==> config.mk <==
export PLATFORM = sky130hd
export DESIGN_NAME = xil_par_lfsr
export DESIGN_NICKNAME = d
export VERILOG_FILES = /design/src/rtl/xil_lfsr_pkg.sv /design/src/rtl/xil_lfsr_step.sv /design/src/rtl/xil_par_lfsr.sv
export SDC_FILE = /design/constraint.sdc
export NUM_CORES = 1
export LEC_CHECK = 0
export CELL_PAD_IN_SITES_DETAIL_PLACEMENT = 2
export CELL_PAD_IN_SITES_GLOBAL_PLACEMENT = 2
export CORE_MARGIN = 2
export CORE_UTILIZATION = 23
export CTS_CLUSTER_DIAMETER = 100
export DETAILED_ROUTE_END_ITERATION = 6
export PLACE_DENSITY = 0.79
export SYNTH_ARGS = -nofsm -noshare
export SYNTH_HDL_FRONTEND = slang
export SYNTH_SLANG_ARGS = --single-unit
==> constraint.sdc <==
create_clock -name clk_i -period 1.5 [get_ports clk_i]
set_input_delay 0.45 -clock clk_i [delete_from_list [all_inputs] [get_ports clk_i]]
set_output_delay 0.45 -clock clk_i [all_outputs]
set_load 0.02 [all_outputs]
==> src/rtl/xil_lfsr_pkg.sv <==
// xil_lfsr_pkg
// Shared definitions for the parallel LFSR word generator.
//   lfsr_state_e : control FSM encoding (IDLE / PRIME / RUN), 2 bits
//   LFSRn_TAPS   : maximal-length feedback masks, bit k set means state[k]
//                  is XORed into the feedback bit
package xil_lfsr_pkg;

   typedef enum logic [1:0] {
      ST_IDLE  = 2'd0,
      ST_PRIME = 2'd1,
      ST_RUN   = 2'd2
   } lfsr_state_e;

   // x^7  + x^6  + 1
   localparam logic [6:0]  LFSR7_TAPS  = 7'h60;
   // x^15 + x^14 + 1
   localparam logic [14:0] LFSR15_TAPS = 15'h6000;
   // x^22 + x^21 + 1
   localparam logic [21:0] LFSR22_TAPS = 22'h30_0000;
   // x^33 + x^20 + 1
   localparam logic [32:0] LFSR33_TAPS = 33'h1_0008_0000;

endpackage

==> src/rtl/xil_lfsr_step.sv <==
// xil_lfsr_step
// Combinational unroll of NBITS Fibonacci LFSR steps.
// One step: fb = ^(state & taps); state = {state[WIDTH-2:0], fb}.
// Ports:
//   i_state : current LFSR state
//   i_taps  : feedback mask
//   o_next  : state after NBITS steps
//   o_word  : generated bits, first feedback bit in o_word[0]
module xil_lfsr_step #(
   parameter int WIDTH = 33,
   parameter int NBITS = 8
) (
   input  logic [WIDTH-1:0] i_state,
   input  logic [WIDTH-1:0] i_taps,
   output logic [WIDTH-1:0] o_next,
   output logic [NBITS-1:0] o_word
);

   logic [WIDTH-1:0] w_state;
   logic [NBITS-1:0] w_word;
   logic             w_fb;

   // Walk the shift register NBITS times within one cycle, collecting
   // each feedback bit in generation order.
   always_comb begin
      w_state = i_state;
      w_word  = '0;
      w_fb    = 1'b0;
      for (int k = 0; k < NBITS; k++) begin
         w_fb      = ^(w_state & i_taps);
         w_word[k] = w_fb;
         w_state   = {w_state[WIDTH-2:0], w_fb};
      end
      o_next = w_state;
      o_word = w_word;
   end

endmodule

==> src/rtl/xil_par_lfsr.sv <==
// xil_par_lfsr
// Parallel LFSR word source with a valid/ready output stream.
// Ports:
//   clk_i, rst_i        : clock, synchronous active-high reset
//   start_i             : leave IDLE and begin generating
//   stop_i              : return to IDLE after the next accepted word
//   seed_load_i, seed_i : load the LFSR state (IDLE only, zero -> SEED)
//   out_ready_i         : consumer accept
//   out_valid_o         : word available
//   out_data_o          : NBITS-bit word
//   state_o             : current LFSR state
//   running_o           : high in PRIME and RUN
//   lockup_o            : sticky, a zero seed was replaced by SEED
module xil_par_lfsr
   import xil_lfsr_pkg::*;
#(
   parameter int               WIDTH     = 33,
   parameter logic [WIDTH-1:0] TAPS      = LFSR33_TAPS,
   parameter int               NBITS     = 8,
   parameter logic [WIDTH-1:0] SEED      = WIDTH'(1),
   parameter string            AUTOSTART = "FALSE"
) (
   input  logic             clk_i,
   input  logic             rst_i,
   input  logic             start_i,
   input  logic             stop_i,
   input  logic             seed_load_i,
   input  logic [WIDTH-1:0] seed_i,
   input  logic             out_ready_i,
   output logic             out_valid_o,
   output logic [NBITS-1:0] out_data_o,
   output logic [WIDTH-1:0] state_o,
   output logic             running_o,
   output logic             lockup_o
);

   localparam lfsr_state_e RESET_FSM = (AUTOSTART == "TRUE") ? ST_PRIME : ST_IDLE;

   lfsr_state_e      r_fsm;
   logic [WIDTH-1:0] r_state;
   logic [NBITS-1:0] r_data;
   logic             r_valid;
   logic             r_lockup;
   logic             r_stopPend;
   logic [WIDTH-1:0] w_next;
   logic [NBITS-1:0] w_word;

   xil_lfsr_step #(
      .WIDTH (WIDTH),
      .NBITS (NBITS)
   ) u_step (
      .i_state (r_state),
      .i_taps  (TAPS),
      .o_next  (w_next),
      .o_word  (w_word)
   );

   // Control FSM and datapath registers. The state only advances when a
   // word is produced (PRIME, or a RUN handshake), so an unaccepted word
   // and the state behind it stay frozen. A zero seed is swapped for SEED
   // so the register can never fall into the all-zero lockup state.
   always_ff @(posedge clk_i) begin
      if (rst_i) begin
         r_fsm      <= RESET_FSM;
         r_state    <= SEED;
         r_data     <= '0;
         r_valid    <= 1'b0;
         r_lockup   <= 1'b0;
         r_stopPend <= 1'b0;
      end else begin
         case (r_fsm)
            ST_IDLE: begin
               if (seed_load_i) begin
                  if (seed_i == '0) begin
                     r_state  <= SEED;
                     r_lockup <= 1'b1;
                  end else begin
                     r_state <= seed_i;
                  end
               end
               if (start_i) begin
                  r_fsm <= ST_PRIME;
               end
            end
            ST_PRIME: begin
               r_state <= w_next;
               r_data  <= w_word;
               r_valid <= 1'b1;
               r_fsm   <= ST_RUN;
               if (stop_i) begin
                  r_stopPend <= 1'b1;
               end
            end
            ST_RUN: begin
               if (r_valid && out_ready_i) begin
                  r_state <= w_next;
                  r_data  <= w_word;
                  if (r_stopPend || stop_i) begin
                     r_fsm      <= ST_IDLE;
                     r_valid    <= 1'b0;
                     r_stopPend <= 1'b0;
                  end
               end else if (stop_i) begin
                  r_stopPend <= 1'b1;
               end
            end
            default: begin
               r_fsm   <= ST_IDLE;
               r_valid <= 1'b0;
            end
         endcase
      end
   end

   assign out_valid_o = r_valid;
   assign out_data_o  = r_data;
   assign state_o     = r_state;
   assign running_o   = (r_fsm != ST_IDLE);
   assign lockup_o    = r_lockup;

endmodule

==> run summary, run 1 <==
Vias in the first global route: 2909
NetSw: 4.43 mW
Crit end category: flip-flop
IO Pins: 83
CTS buffer count: 5
Setup violators final: 43
Clock power share: 9.5%
CTS tree: yes
Vias per cell: 4.86
Routed WL per cell: 25.5 µm
Final period util: 121%
Area leader, netlist: dfxtp_1
Tot GR Track Use: 21.9%
Warnings from Yosys: 0
Mapped cell area: 0.00239 mm²
Final hold violations: 0
Largest cells by area after synthesis: dfxtp_1 39%, mux2i_1 12%, a211oi_1 10%
Die Span Y: 106 µm
Setup WS post-layout: -0.317 ns
DIE WIDTH: 106 µm
Final wirelength: 13700 µm
Sw Ratio: 45.1%
Skew final: 0.00972 ns
Core footprint: 0.0102 mm²
Diodes inserted: 0
CP max FO: 7
Internal power: 5.39 mW
FF+latch count, synth: 46
HP Class: flip-flop to flip-flop
Fmax: 550 MHz
CTS Sinks: 46
R2r setup slk: -0.32 ns
Crit path capture: state_o[7]
Critical Path AT: 2.01 ns
Path depth of the worst reg2reg path: 8
R2r endpoint: state_o[7]
Worst hold slack: 0.507 ns
Largest net degree at the start of global routing: 18
Max-slew headroom: 56.2%
Most numerous cell in the Yosys netlist: dfxtp_1
Top_reg_cell synth: dfxtp_1
Clk Latency, worst-skew pair: 0.31 ns
DPL Wire Length: 7850 µm
Max-cap check violation count: 0
Comb pwr share: 69.9%
Synth Instances: 266
Deepest clock path buffer count: 2
Worst EP required: 1.69 ns
Library cells used by synthesis: 30
FP Rows: 37
Ys async rst share: 0%
Vias: 2609
H-tree depth: 2
Power per cell area: 2200 mW/mm²
Final slew viol count: 0
Minimum clock period: 1.82 ns
Total grt overflow: 0
Syn_area_per_cell: 8.97 µm²
Die area: 0.0112 mm²
Fin nets: 444
Crit Path Class: flip-flop to flip-flop
Status: complete, but fails checks
Root buf cell: clkbuf_8
Pre-Repair DR Iteration Count: 4
Worst Max-Slew Pin Slew: 0.652 ns
Post-CTS Hold Buffers: 0
First-pass GRT wire length: 18000 µm
Crit. Startpoint: r_fsm[0]
Violated checks: setup timing
Initial antenna violation count: 0
CTS clk-pin slew, worst paths: 0.10 ns
Post-synth top cells: 46 x dfxtp_1, 40 x nor2_1, 32 x a211oi_1
VDD IR-drop max: 794 µV
Input/output buffers: 82
EDFF count, synth: 0
Top cell type's share of synthesized area: 38.6%
RSZ-0062 raised after global routing: true
RePlAce Congestion: 0.763
Startpoint types: flip-flop
Area grow syn2layout: 87.5%
DRC viols: 0
Leakage: 1.89 nW
Post-synthesis sequential area ratio: 38.6%
Tot Pwr: 9.82 mW
Starting Density: 23.4%
Layout cells sized above 1: 47.4%
WHS Path Cells: 2
Reg2reg start: r_fsm[0]
Starting DRT DRC Count: 135
Sequential Power Share: 20.6%
Antenna Nets Post-Route: 0
Syn Nets: 310
-- state kept, by name, summed over array words and instances, names as in the netlist --
| register | count |
|---|---|
| lockup_o | 1 |
| out_valid_o | 1 |
| r_fsm | 2 |
| r_stopPend | 1 |
| state_o | 33 |
| out_data_o | 8 |
-- critical path, cell delays in order (launching register included) --
cell and delay, ns:
dfxtp_2 0.37, inv_4 0.05, ha_4 0.16, buf_6 0.11, buf_4 0.14, a221o_1 0.40, buf_4 0.21, nand2_1 0.14
a21oi_1 0.11
-- cell type report --
| class | count | area [µm²] |
|---|---|---|
| clock buffer | 8 | 110 |
| multi-input combinational | 170 | 1540 |
| timing repair buffer | 170 | 1700 |
| fill | 1059 | 5710 |
| sequential | 46 | 925 |
| inverter | 7 | 31.3 |
| tap | 136 | 170 |
-- how the worst min path moves through the flow --
| stage | start | end | slack (ns) |
|---|---|---|---|
| finish | lockup_o | lockup_o | 0.51 |
| global route | lockup_o | lockup_o | 0.51 |
| CTS | lockup_o | lockup_o | 0.49 |
| detailed placement | lockup_o | lockup_o | 0.47 |
| global placement | lockup_o | lockup_o | 0.46 |
| floorplan | state_o[1] | state_o[1] | 0.44 |
-- stage by stage --
| stage | TNS [ns] | setup slack, ns | cells | cell area [µm²] | utilization, % |
|---|---|---|---|---|---|
| 6_report | -8.77 | -0.317 | 537 | 4470 | 43.9 |
| 3_3_place_gp | -19.40 | -0.681 | 503 | 3720 | 36.5 |
| 3_5_place_dp | -21.69 | -0.700 | 503 | 3720 | 36.5 |
| 4_1_cts | -7.88 | -0.261 | 523 | 4140 | 40.6 |
| 2_1_floorplan | -0.00261 | -0.00261 | 266 | 2440 | - |
| 5_1_grt | -11.18 | -0.371 | 537 | 4470 | 43.9 |
-- what timing repair did --
| item | CTS | global route |
|---|---|---|
| setup buffers | 8 | 14 |
| cloned | 5 | 3 |
| gates resized for setup | 175 | 74 |
| pin swaps | 31 | 32 |
| endpoints found under the setup margin | 87 | 66 |
-- logic make-up (layout without fill, tap and decap cells) --
logic type	Yosys count	in the layout	share of synthesized area, %
mux	29	29	12.2
fa+ha+maj	5	5	2.62
flops	46	46	38.6
compound gates	57	57	17.5
buf+inv	50	185	12.4
simple gates	71	71	13.8
xor+xnor	8	8	2.94
-- power groups by stage --
stage	clock (mW)	sequential (mW)	combinational, mW
after CTS	0.938	1.99	5.70
after floorplan	0	2.22	2.58
after global routing	0.989	2.07	7.18
after detailed placement	0	2.02	4.99
final	0.933	2.02	6.87
after global placement	0	1.98	4.79
-- metal layers --
layer | track usage, % | vias up | share of wire (%)
met5 | 0 | - | 0
met4 | 8.83 | 0 | 3.0
met3 | 3.83 | 19 | 3.9
met2 | 40.8 | 78 | 54
met1 | 24.3 | 1325 | 39
li1 | - | 1187 | -
-- cell usage in the layout, fill, tap and decap left out, drive strengths merged --
master / Yosys / final
nor3b: 1 / 1
a221oi: 1 / 1
clkdlybuf4s50: 0 / 3
nand2: 16 / 16
buf: 39 / 96
a21oi: 10 / 10
or3: 3 / 3
o211ai: 9 / 9
nand4: 2 / 2
a2bb2oi: 1 / 1
ha: 5 / 5
a211oi: 32 / 32
dlygate4sd2: 0 / 38
o21ai: 2 / 2
clkbuf: 4 / 18
mux2i: 29 / 29
clkdlybuf4s15: 0 / 23
a221o: 1 / 1
or4: 1 / 1
nand3: 1 / 1
dfxtp: 46 / 46
inv: 7 / 7
xnor2: 7 / 7
nor4: 7 / 7
xor2: 1 / 1
nor2: 40 / 40
o21a: 1 / 1
Power figures use the tool's default switching activity.
==> inputs of run 2 (changes only) <==
Settings changed: ABC_CLOCK_PERIOD_IN_PS from default to 1500.
==> results of run 2 <==
The final DEF is identical to that of run 1; final timing and power are the same.
